[src/rtl/out_byte_serializer_pkg.sv]
// Shared definitions for the byte serializer: default sizes, FSM encoding
// and the layout of a FIFO entry (channel tag above the captured word).
package ser_pkg;
  localparam int SER_WIDTH = 64;
  localparam int SER_DEPTH = 4;
  localparam int SER_BYTES = SER_WIDTH / 8;

  typedef enum logic [0:0] {
    ST_IDLE = 1'b0,
    ST_SEND = 1'b1
  } ser_state_e;

  typedef struct packed {
    logic                 tag;
    logic [SER_WIDTH-1:0] data;
  } ser_entry_t;
endpackage

[src/rtl/out_byte_serializer_fifo.sv]
// pack_fifo: synchronous circular-buffer FIFO with flush, full/empty and
// registered occupancy. DEPTH must be a power of two (>= 2).
module pack_fifo
  import ser_pkg::*;
#(
  parameter int DW    = SER_WIDTH + 1,
  parameter int DEPTH = SER_DEPTH
) (
  input  logic                     Clk,
  input  logic                     Reset,
  input  logic                     flush,
  input  logic                     push,
  input  logic                     pop,
  input  logic [DW-1:0]            din,
  output logic [DW-1:0]            dout,
  output logic                     full,
  output logic                     empty,
  output logic [$clog2(DEPTH):0]   level
);
  localparam int AW = $clog2(DEPTH);
  localparam int LW = AW + 1;

  logic [DW-1:0] mem_q [DEPTH];
  logic [DW-1:0] mem_d [DEPTH];
  logic [AW-1:0] rd_q, rd_d, wr_q, wr_d;
  logic [LW-1:0] level_q, level_d;
  logic          wr_en_s, rd_en_s;

  // Pointer, occupancy and storage next-state; a push into a full FIFO is
  // only taken when the head leaves on the same edge.
  always_comb begin
    rd_d    = rd_q;
    wr_d    = wr_q;
    level_d = level_q;
    mem_d   = mem_q;
    rd_en_s = pop && !empty;
    wr_en_s = push && (!full || rd_en_s);
    if (flush) begin
      rd_d    = {AW{1'b0}};
      wr_d    = {AW{1'b0}};
      level_d = {LW{1'b0}};
    end else begin
      if (wr_en_s) begin
        mem_d[wr_q] = din;
        wr_d        = wr_q + AW'(1);
      end else begin
        wr_d = wr_q;
      end
      if (rd_en_s) begin
        rd_d = rd_q + AW'(1);
      end else begin
        rd_d = rd_q;
      end
      level_d = level_q + LW'(wr_en_s) - LW'(rd_en_s);
    end
  end

  // State registers.
  always_ff @(posedge Clk or negedge Reset) begin
    if (!Reset) begin
      rd_q    <= {AW{1'b0}};
      wr_q    <= {AW{1'b0}};
      level_q <= {LW{1'b0}};
      for (int i = 0; i < DEPTH; i++) begin
        mem_q[i] <= {DW{1'b0}};
      end
    end else begin
      rd_q    <= rd_d;
      wr_q    <= wr_d;
      level_q <= level_d;
      mem_q   <= mem_d;
    end
  end

  assign dout  = mem_q[rd_q];
  assign full  = (level_q == LW'(DEPTH));
  assign empty = (level_q == {LW{1'b0}});
  assign level = level_q;
endmodule

[src/rtl/out_byte_serializer.sv]
// out_byte_serializer: captures one of two wide channels into a small FIFO
// and streams each word LSB byte first over an 8-bit valid/ready port.
module out_byte_serializer
  import ser_pkg::*;
#(
  parameter int WIDTH = SER_WIDTH,
  parameter int DEPTH = SER_DEPTH
) (
  input  logic                   Clk,
  input  logic                   Reset,
  input  logic [WIDTH-1:0]       In0,
  input  logic [WIDTH-1:0]       In1,
  input  logic                   Slt,
  input  logic                   En,
  input  logic                   Clr,
  output logic [7:0]             Dout,
  output logic                   Dout_Valid,
  input  logic                   Dout_Ready,
  output logic                   Dout_Last,
  output logic                   Dout_Chan,
  output logic [$clog2(DEPTH):0] Level,
  output logic                   Overflow
);
  localparam int BYTES = WIDTH / 8;
  localparam int IW    = (BYTES > 1) ? $clog2(BYTES) : 1;
  localparam logic [IW-1:0] LAST_IDX = IW'(BYTES - 1);

  ser_state_e       state_q, state_d;
  logic [WIDTH-1:0] shift_q, shift_d;
  logic             tag_q, tag_d;
  logic [IW-1:0]    idx_q, idx_d;
  logic             last_q, last_d;
  logic             overflow_q, overflow_d;

  logic [WIDTH:0]   fifo_din_s, fifo_dout_s;
  logic             fifo_full_s, fifo_empty_s;
  logic             xfer_s, pop_s, push_req_s, push_ok_s;

  assign fifo_din_s = {Slt, (Slt ? In1 : In0)};

  pack_fifo #(
    .DW   (WIDTH + 1),
    .DEPTH(DEPTH)
  ) u_fifo (
    .Clk  (Clk),
    .Reset(Reset),
    .flush(Clr),
    .push (push_ok_s),
    .pop  (pop_s),
    .din  (fifo_din_s),
    .dout (fifo_dout_s),
    .full (fifo_full_s),
    .empty(fifo_empty_s),
    .level(Level)
  );

  // Serializer next-state: load on idle or on the last byte (no bubble),
  // shift on each accepted byte, flush everything on Clr.
  always_comb begin
    state_d    = state_q;
    shift_d    = shift_q;
    tag_d      = tag_q;
    idx_d      = idx_q;
    last_d     = last_q;
    overflow_d = overflow_q;
    xfer_s     = (state_q == ST_SEND) && Dout_Ready;
    pop_s      = !Clr && !fifo_empty_s &&
                 ((state_q == ST_IDLE) || (xfer_s && (idx_q == LAST_IDX)));
    push_req_s = En && !Clr;
    push_ok_s  = push_req_s && (!fifo_full_s || pop_s);

    if (Clr) begin
      state_d    = ST_IDLE;
      shift_d    = {WIDTH{1'b0}};
      tag_d      = 1'b0;
      idx_d      = {IW{1'b0}};
      last_d     = 1'b0;
      overflow_d = 1'b0;
    end else begin
      overflow_d = overflow_q | (push_req_s && !push_ok_s);
      if (pop_s) begin
        state_d = ST_SEND;
        shift_d = fifo_dout_s[WIDTH-1:0];
        tag_d   = fifo_dout_s[WIDTH];
        idx_d   = {IW{1'b0}};
        last_d  = (LAST_IDX == {IW{1'b0}});
      end else begin
        case (state_q)
          ST_IDLE: begin
            state_d = ST_IDLE;
          end
          ST_SEND: begin
            if (xfer_s && (idx_q == LAST_IDX)) begin
              state_d = ST_IDLE;
              shift_d = {WIDTH{1'b0}};
              tag_d   = 1'b0;
              idx_d   = {IW{1'b0}};
              last_d  = 1'b0;
            end else if (xfer_s) begin
              shift_d = {8'h00, shift_q[WIDTH-1:8]};
              idx_d   = idx_q + IW'(1);
              last_d  = ((idx_q + IW'(1)) == LAST_IDX);
            end else begin
              state_d = ST_SEND;
            end
          end
          default: begin
            state_d = ST_IDLE;
            shift_d = {WIDTH{1'b0}};
            tag_d   = 1'b0;
            idx_d   = {IW{1'b0}};
            last_d  = 1'b0;
          end
        endcase
      end
    end
  end

  // State and output registers.
  always_ff @(posedge Clk or negedge Reset) begin
    if (!Reset) begin
      state_q    <= ST_IDLE;
      shift_q    <= {WIDTH{1'b0}};
      tag_q      <= 1'b0;
      idx_q      <= {IW{1'b0}};
      last_q     <= 1'b0;
      overflow_q <= 1'b0;
    end else begin
      state_q    <= state_d;
      shift_q    <= shift_d;
      tag_q      <= tag_d;
      idx_q      <= idx_d;
      last_q     <= last_d;
      overflow_q <= overflow_d;
    end
  end

  // Shift register is zeroed whenever the FSM idles, so Dout reads 0 there.
  assign Dout       = shift_q[7:0];
  assign Dout_Valid = (state_q == ST_SEND);
  assign Dout_Last  = last_q;
  assign Dout_Chan  = tag_q;
  assign Overflow   = overflow_q;
endmodule

[config.mk]
export PLATFORM = sky130hd
export DESIGN_NAME = out_byte_serializer
export DESIGN_NICKNAME = d
export VERILOG_FILES = /design/src/rtl/out_byte_serializer_pkg.sv /design/src/rtl/out_byte_serializer_fifo.sv /design/src/rtl/out_byte_serializer.sv
export SDC_FILE = /design/constraint.sdc
export NUM_CORES = 1
export LEC_CHECK = 0
export BUFFER_PORTS_ARGS = -buffer_cell sky130_fd_sc_hd__buf_2
export CORE_ASPECT_RATIO = 1.5
export CORE_UTILIZATION = 39
export CTS_CLUSTER_SIZE = 40
export DETAILED_ROUTE_END_ITERATION = 8
export SYNTH_ARGS = -nofsm -noshare
export SYNTH_HDL_FRONTEND = slang
export SYNTH_SLANG_ARGS = --single-unit
[constraint.sdc]
create_clock -name Clk -period 8.9 [get_ports Clk]
set_clock_uncertainty 0.2 [all_clocks]
set_input_delay 2.225 -clock Clk [delete_from_list [all_inputs] [get_ports Clk]]
set_output_delay 2.225 -clock Clk [all_outputs]
set_load 0.01 [all_outputs]
# --- Word level (Yosys, flattened, before mapping) ---
# Cells that the tools add are included.
totals:
  register_bits: 338
  in_bits: 134
  output_inout_bits: 15
  word_cells: 91
classes:
  n_addsub: 5
  magnitude_cmp: 3
  eq_ne: 3
  muxes: 36
  n_bitwise: 5
  n_reduce_logical: 26
op_table:
  columns: ["cell", "count"]
  rows:
  - ["two-way mux 64 bit", 6]
  - ["bitwise mux 260 bit", 1]
  - ["two-way mux 65 bit", 3]
  - ["binary-select mux 65 bit (select 2 bit)", 1]
  - ["demux 65 bit (select 2 bit)", 1]
  - ["two-way mux 3 bit", 6]
  - ["two-way mux 1 bit", 13]
  - ["logical AND 1 bit", 10]
  - ["== test 3 bit (second input constant)", 3]
  - ["two-way mux 2 bit", 4]
  - [">= comparator 3 bit (second input constant)", 2]
  - ["inverter 2 -> 3 bit", 2]
  - ["AND reduction 2 bit", 3]
  - ["nonzero test 3 bit", 2]
  - ["adder 2 x 1 -> 2 bit (second input constant)", 2]
  - ["zero test 1 bit", 4]
  - ["nonzero test 2 bit", 2]
  - ["nonzero test 4 bit", 1]
  - ["adder 3 x 1 -> 3 bit", 1]
  - ["adder 3 x 1 -> 3 bit (second input constant)", 1]
  - ["zero test 3 bit", 1]
  - ["logical OR 1 bit", 3]
  - ["less-than comparator 3 x 1 -> 1 bit (second input constant)", 1]
  - ["subtractor 3 x 1 -> 3 bit", 1]
  - ["3 further kinds", 4]

# --- Logic depth before layout (Yosys ltp) ---
logic_depth:
  ltp_word: 10
  ltp_mapped: 15
  depth_no_buf: 12

# --- Cells and area by module ---
# From an unflattened synthesis, not the netlist that was laid out.
unflattened:
  hier_cells: 997
  area_unflattened_um2: 15581.2
by_module_without_submodules:
  columns: ["mod", "instances", "cells_per_inst", "area_each_um2", "seq_area_each_um2"]
  rows:
  - ["pack_fifo", 1, 677, 11671.2, 6681.4]
  - ["out_byte_serializer", 1, 320, 3910.0, 1776.7]

# --- Least setup slack after synthesis ---
# Ideal clock, no wire load.
synth_timing:
  kind: "input to register"
  from: "input Dout_Ready"
  to: "register u_fifo.level_q[2] (netlist: u_fifo.level[2])"
  setup_ps: 86
  arrival_time_ps: 4356
  t_required_ps: 8614
  setup_slack_ps: 4258
  cell_stages: 13
  path_buffers: 3
  path_cell_list: "a21boi_1 > buf_2 > nor3_1 > buf_2 > buf_2 > ha_1 > inv_1 > ha_1 > inv_1 > fa_1 > xor2_1 > and2_1 > nor3_1"
synth_between:
  elab_chain_len: 10
  elab_cells_between_ends: 12
  cone_classes: "add/sub: 2; mux: 1; reduce/logical: 9"
synth_lines:
  columns: ["element", "line_no", "rtl"]
  rows:
  - ["from (decl)", "out_byte_serializer.sv:18", "input logic Dout_Ready,"]
  - ["logical AND 1 bit (*)", "out_byte_serializer.sv:66", "xfer_s = (state_q == ST_SEND) && Dout_Ready;"]
  - ["logical AND 1 bit (*)", "out_byte_serializer.sv:68", "((state_q == ST_IDLE) || (xfer_s && (idx_q == LAST_IDX)));"]
  - ["logical OR 1 bit (*)", "out_byte_serializer.sv:68", null]
  - ["logical AND 1 bit (*)", "out_byte_serializer.sv:67", "pop_s = !Clr && !fifo_empty_s &&"]
  - ["logical OR 1 bit or logical AND 1 bit (tied branches)", "out_byte_serializer.sv:70, out_byte_serializer_fifo.sv:36", null]
  - ["logical AND 1 bit or logical OR 1 bit (tied branches)", "out_byte_serializer.sv:70, out_byte_serializer_fifo.sv:37", null]
  - ["logical AND 1 bit", "out_byte_serializer_fifo.sv:37", "wr_en_s = push && (!full || rd_en_s);"]
  - ["adder 3 x 1 -> 3 bit", "out_byte_serializer_fifo.sv:54", "level_d = level_q + LW'(wr_en_s) - LW'(rd_en_s);"]
  - ["subtractor 3 x 1 -> 3 bit (*)", "out_byte_serializer_fifo.sv:54", null]
  - ["two-way mux 3 bit (*)", "out_byte_serializer_fifo.sv:38", "if (flush) begin"]
  - ["net u_fifo.level_d[2]", "out_byte_serializer_fifo.sv:26", "logic [LW-1:0] level_q, level_d;"]
  - ["to (signal assigned)", "out_byte_serializer_fifo.sv:63", "level_q <= {LW{1'b0}};"]
  - ["to (signal assigned)", "out_byte_serializer_fifo.sv:70", "level_q <= level_d;"]
  - ["to (decl)", "out_byte_serializer_fifo.sv:26", null]
# The timed path passes the listed nets; every way through them passes the cells marked *.
# A chain may end at the register's enable or synchronous reset.

# --- Final worst setup path ---
layout_timing:
  from: "input Clr"
  to: "register u_fifo.mem_q[97] in the netlist's numbering"
layout_between:
  elab_chain_len: 7
  elab_cells_between_ends: 11
  cone_classes: "bitwise: 1; reduce/logical: 10"
layout_lines:
  columns: ["element", "line_no", "rtl"]
  rows:
  - ["from (decl)", "out_byte_serializer.sv:15", "input logic Clr,"]
  - ["zero test 1 bit", "out_byte_serializer.sv:67, out_byte_serializer.sv:69", null]
  - ["logical AND 1 bit (2 in series)", "out_byte_serializer.sv:67", null]
  - ["logical OR 1 bit or logical AND 1 bit (tied branches)", "out_byte_serializer.sv:70, out_byte_serializer_fifo.sv:36", null]
  - ["logical AND 1 bit or logical OR 1 bit (tied branches)", "out_byte_serializer.sv:70, out_byte_serializer_fifo.sv:37", null]
  - ["logical AND 1 bit", "out_byte_serializer_fifo.sv:37", null]
  - ["AND reduction 2 bit (no line) (*)", null, null]
  - ["to (signal, indexed assignment)", "out_byte_serializer_fifo.sv:65", "mem_q[i] <= {DW{1'b0}};"]
  - ["to (signal assigned)", "out_byte_serializer_fifo.sv:71", "mem_q <= mem_d;"]
  - ["to (decl)", "out_byte_serializer_fifo.sv:23", "logic [DW-1:0] mem_q [DEPTH];"]
# Every way passes the cells marked *; elsewhere a longest branch is shown, timed or not.

==> flow_metrics.env <==
export IMPL_status="finished with violations"
export IMPL_dp_hpwl_um=20230
export IMPL_worstSkewPairLatency_ns=0.52
export IMPL_setup_ws_ns=3.991
export IMPL_path_class="in -> reg"
export IMPL_combPwrFrac_pct=27.6
export IMPL_avgSynthCellArea_um2=15.59
export IMPL_worstSetupEndpoint="u_fifo.mem_q[97]$_DFFE_PN0P_"
export IMPL_synth_area_leaders="dfrtp_1, mux2_2, mux4_2"
export IMPL_required_ns=9.09
export IMPL_routed_wl_um=33820
export IMPL_chipWidth_um=165.3
export IMPL_period_minus_slack_ns=4.909
export IMPL_yosys_area_share_simple_pct=3.255
export IMPL_preCtsSetupSlack_ns=3.384
export IMPL_cts_buffer_depth=3
export IMPL_cellPowerDensity_mw_per_mm2=314.0
export IMPL_synth_edff_count=0
export IMPL_routedWlPerCell_um=20.65
export IMPL_synth_compound_area_share_pct=4.939
export IMPL_reg2reg_from="idx_q[0]$_DFFE_PN0P_"
export IMPL_io_pins=149
export IMPL_rows=89
export IMPL_synthMuxAreaShare_pct=33.03
export IMPL_yosysSeqAreaShare_pct=54.20
export IMPL_coreArea_mm2=0.03942
export IMPL_synth_top_area_share_pct=54.20
export IMPL_dpl_cell_count=1579
export IMPL_synth_most_common_cell="dfrtp_1"
export IMPL_end_kind="register"
export IMPL_fp_dieH_um=247.0
export IMPL_timing_final_crit_share_pct=55.15
export IMPL_p_int_mw=3.976
export IMPL_worstSetupPathDepth=5
export IMPL_p_seq_share_pct=46.8
export IMPL_critPathSlowestCell="a211oi_4"
export IMPL_p_switching_mw=1.591
export IMPL_slew_viol_final=0
export IMPL_vias=8789
export IMPL_synth_commonest_cells="dfrtp_1, mux2_2, mux4_2"
export IMPL_netSwitchingFraction_pct=28.58
export IMPL_design_die_area_mm2=0.04083
export IMPL_postRouteAntennaNets=0
export IMPL_syn2layout_area_growth_pct=13.61
export IMPL_max_freq_mhz=203.7
export IMPL_slowest_delay_ns=1.01
export IMPL_first_pass_iters=6
export IMPL_drc=12
export IMPL_holdWs_ns=0.2965
export IMPL_vias_per_cell=5.366
export IMPL_relSlewSlack_pct=22.75
export IMPL_async_flop_share_pct=100.0
export IMPL_reg2reg_to="u_fifo.mem_q[97]$_DFFE_PN0P_"
export IMPL_start_kind="input pin"
export IMPL_worstHoldPathType="reg -> reg"
export IMPL_initial_core_util_pct=39.59
export IMPL_leakage_nw=7.735
export IMPL_reg2reg_depth=7
export IMPL_synthAdderAreaFrac_pct=0.8499
export IMPL_max_cap_violations=0
export IMPL_drive_above_1_share_pct=53.95
export IMPL_htree_levels=2
export IMPL_crit_fanout=49
export IMPL_antenna_found_initial=0
export IMPL_violations="DRC"
export IMPL_synth_ff_type="dfrtp_1"
export IMPL_tns_ns=0
export IMPL_cts_sinks=338
export IMPL_postCtsResizedCells=0
export IMPL_diodes=0
export IMPL_path_clk_slew_ns=0.06
export IMPL_synth_top_area_cell="dfrtp_1"
export IMPL_grt_overflow_total=0
export IMPL_place_gp_congestion=0.7372
export IMPL_synth_xor_area_share_pct=0.05613
export IMPL_grt_total_usage_pct=17.35
export IMPL_first_iter_violations=388
export IMPL_cts_root_buf="clkbuf_16"
export IMPL_path_cells="buf_2 -> nand2b_1 -> a211oi_4 -> buf_4 -> mux2_2"
export IMPL_netlist_area_mm2=0.01560
export IMPL_peakVddDrop_v=0.0001203
export IMPL_cts_setup_buffers=0
export IMPL_grt_pass1_wl_um=54410
export IMPL_synthCells=1001
export IMPL_finalSetupViolations=0
export IMPL_tightestPinTransition_ns=1.155
export IMPL_crit_buf_inv=2
export IMPL_cts_tree="built"
export IMPL_final_cells=1638
export IMPL_yosys_warnings=0
export IMPL_hold_violations=0
export IMPL_grt_pass1_vias=9378
export IMPL_synthDistinctLibCells=37
export IMPL_cts_buffers=34
export IMPL_arrival_ns=5.10
export IMPL_synthesis_nets=1145
export IMPL_synth_ff_latch_count=338
export IMPL_rrSetupSlack_ns=5.25
export IMPL_io_buffers=148
export IMPL_grt_max_degree=150
export IMPL_p_clk_share_pct=25.6
export IMPL_power_total_mw=5.567
export IMPL_crit_start="Clr"
export IMPL_synth_top_family_by_area="multiplexers"
export IMPL_nets=1259
export IMPL_rsz0062_at_grt="false"
export IMPL_hold_buffers=0
export IMPL_crit_family="buffers and inverters"
==> logic make-up (layout without fill, tap and decap cells) <==
| family | after synthesis | in the layout |
|---|---|---|
| compound gates | 83 | 83 |
| fa+ha+maj | 10 | 10 |
| xor+xnor | 1 | 1 |
| mux | 393 | 393 |
| flops | 338 | 338 |
| simple gates | 84 | 84 |
| buf+inv | 92 | 229 |
==> per-layer routing <==
layer | up-vias | track usage, % | routed length (µm)
met1 | 4640 | 22.16 | 14210
met4 | 0 | 5.348 | 863
met5 | - | 0 | 0
met3 | 50 | 2.130 | 910
met2 | 144 | 30.41 | 17830
li1 | 3955 | - | -
==> power groups by stage <==
stage	clock (mW)	sequential, mW	combinational (mW)
after CTS	1.47	2.61	1.57
after global placement	0	2.60	1.53
after detailed placement	0	2.64	1.57
final	1.42	2.61	1.54
after global routing	1.52	2.71	1.67
after floorplan	0	2.46	1.29
==> worst min path at each step <==
stage / start / end / slack [ns] / cells after the start
after floorplan: shift_q[58]$_DFFE_PN0P_ / shift_q[58]$_DFFE_PN0P_ / 0.26 / 1
after global placement: shift_q[58]$_DFFE_PN0P_ / shift_q[58]$_DFFE_PN0P_ / 0.28 / 1
after detailed placement: shift_q[56]$_DFFE_PN0P_ / shift_q[56]$_DFFE_PN0P_ / 0.29 / 1
after CTS: u_fifo.mem_q[86]$_DFFE_PN0P_ / u_fifo.mem_q[86]$_DFFE_PN0P_ / 0.30 / 1
after global routing: Dout_Last$_DFFE_PN0P_ / Dout_Last$_DFFE_PN0P_ / 0.31 / 1
final: Dout_Last$_DFFE_PN0P_ / Dout_Last$_DFFE_PN0P_ / 0.30 / 1
==> flip-flops by register name, summed over array words and instances (netlist names) <==
name          cells
Dout_Last         1
u_fifo.mem_q    260
Dout_Valid        1
u_fifo.wr_q       2
Dout_Chan         1
Overflow          1
shift_q          64
u_fifo.rd_q       2
u_fifo.level      3
idx_q             3
==> stage by stage <==
stage	cell area (µm²)	util, %
detailed placement	16630	42.18
global placement	16630	42.18
finish	17730	44.98
global route	17730	44.98
floorplan	15610	-
CTS	17730	44.98
==> cell usage in the layout (no fill, tap or decap), types with 2 or more instances in the layout <==
cell       netlist  layout
dfrtp_4          0       2
a211oi_4         0       4
nor2_1           8       8
nor2b_1          2       2
a21oi_1          4       3
mux2i_1          2       2
clkbuf_16        0      37
mux2_2         326     326
buf_2           22     146
nand2_1          2       2
clkinv_2         0       6
nor3_1           3       2
inv_1           10      10
clkbuf_8         0       5
dfrtp_1        338     336
nand3_1          2       2
a221o_1         56      56
buf_4           23      12
nand2b_1         4       4
mux4_2          65      65
clkbuf_1        22       8
a22o_1           9       9
or3_1            2       2
and2_1          57      57
ha_1             9       9
==> final cells by class <==
class / count / area, µm²
sequential: 338 / 8466
clock inverter: 9 / 78.83
fill: 3621 / 21690
timing repair buffer: 160 / 855.8
inverter: 10 / 37.54
multi-input combinational: 571 / 6641
clock buffer: 50 / 1025
tap: 500 / 625.6
Note: power is estimated with default switching activity, not from simulation.
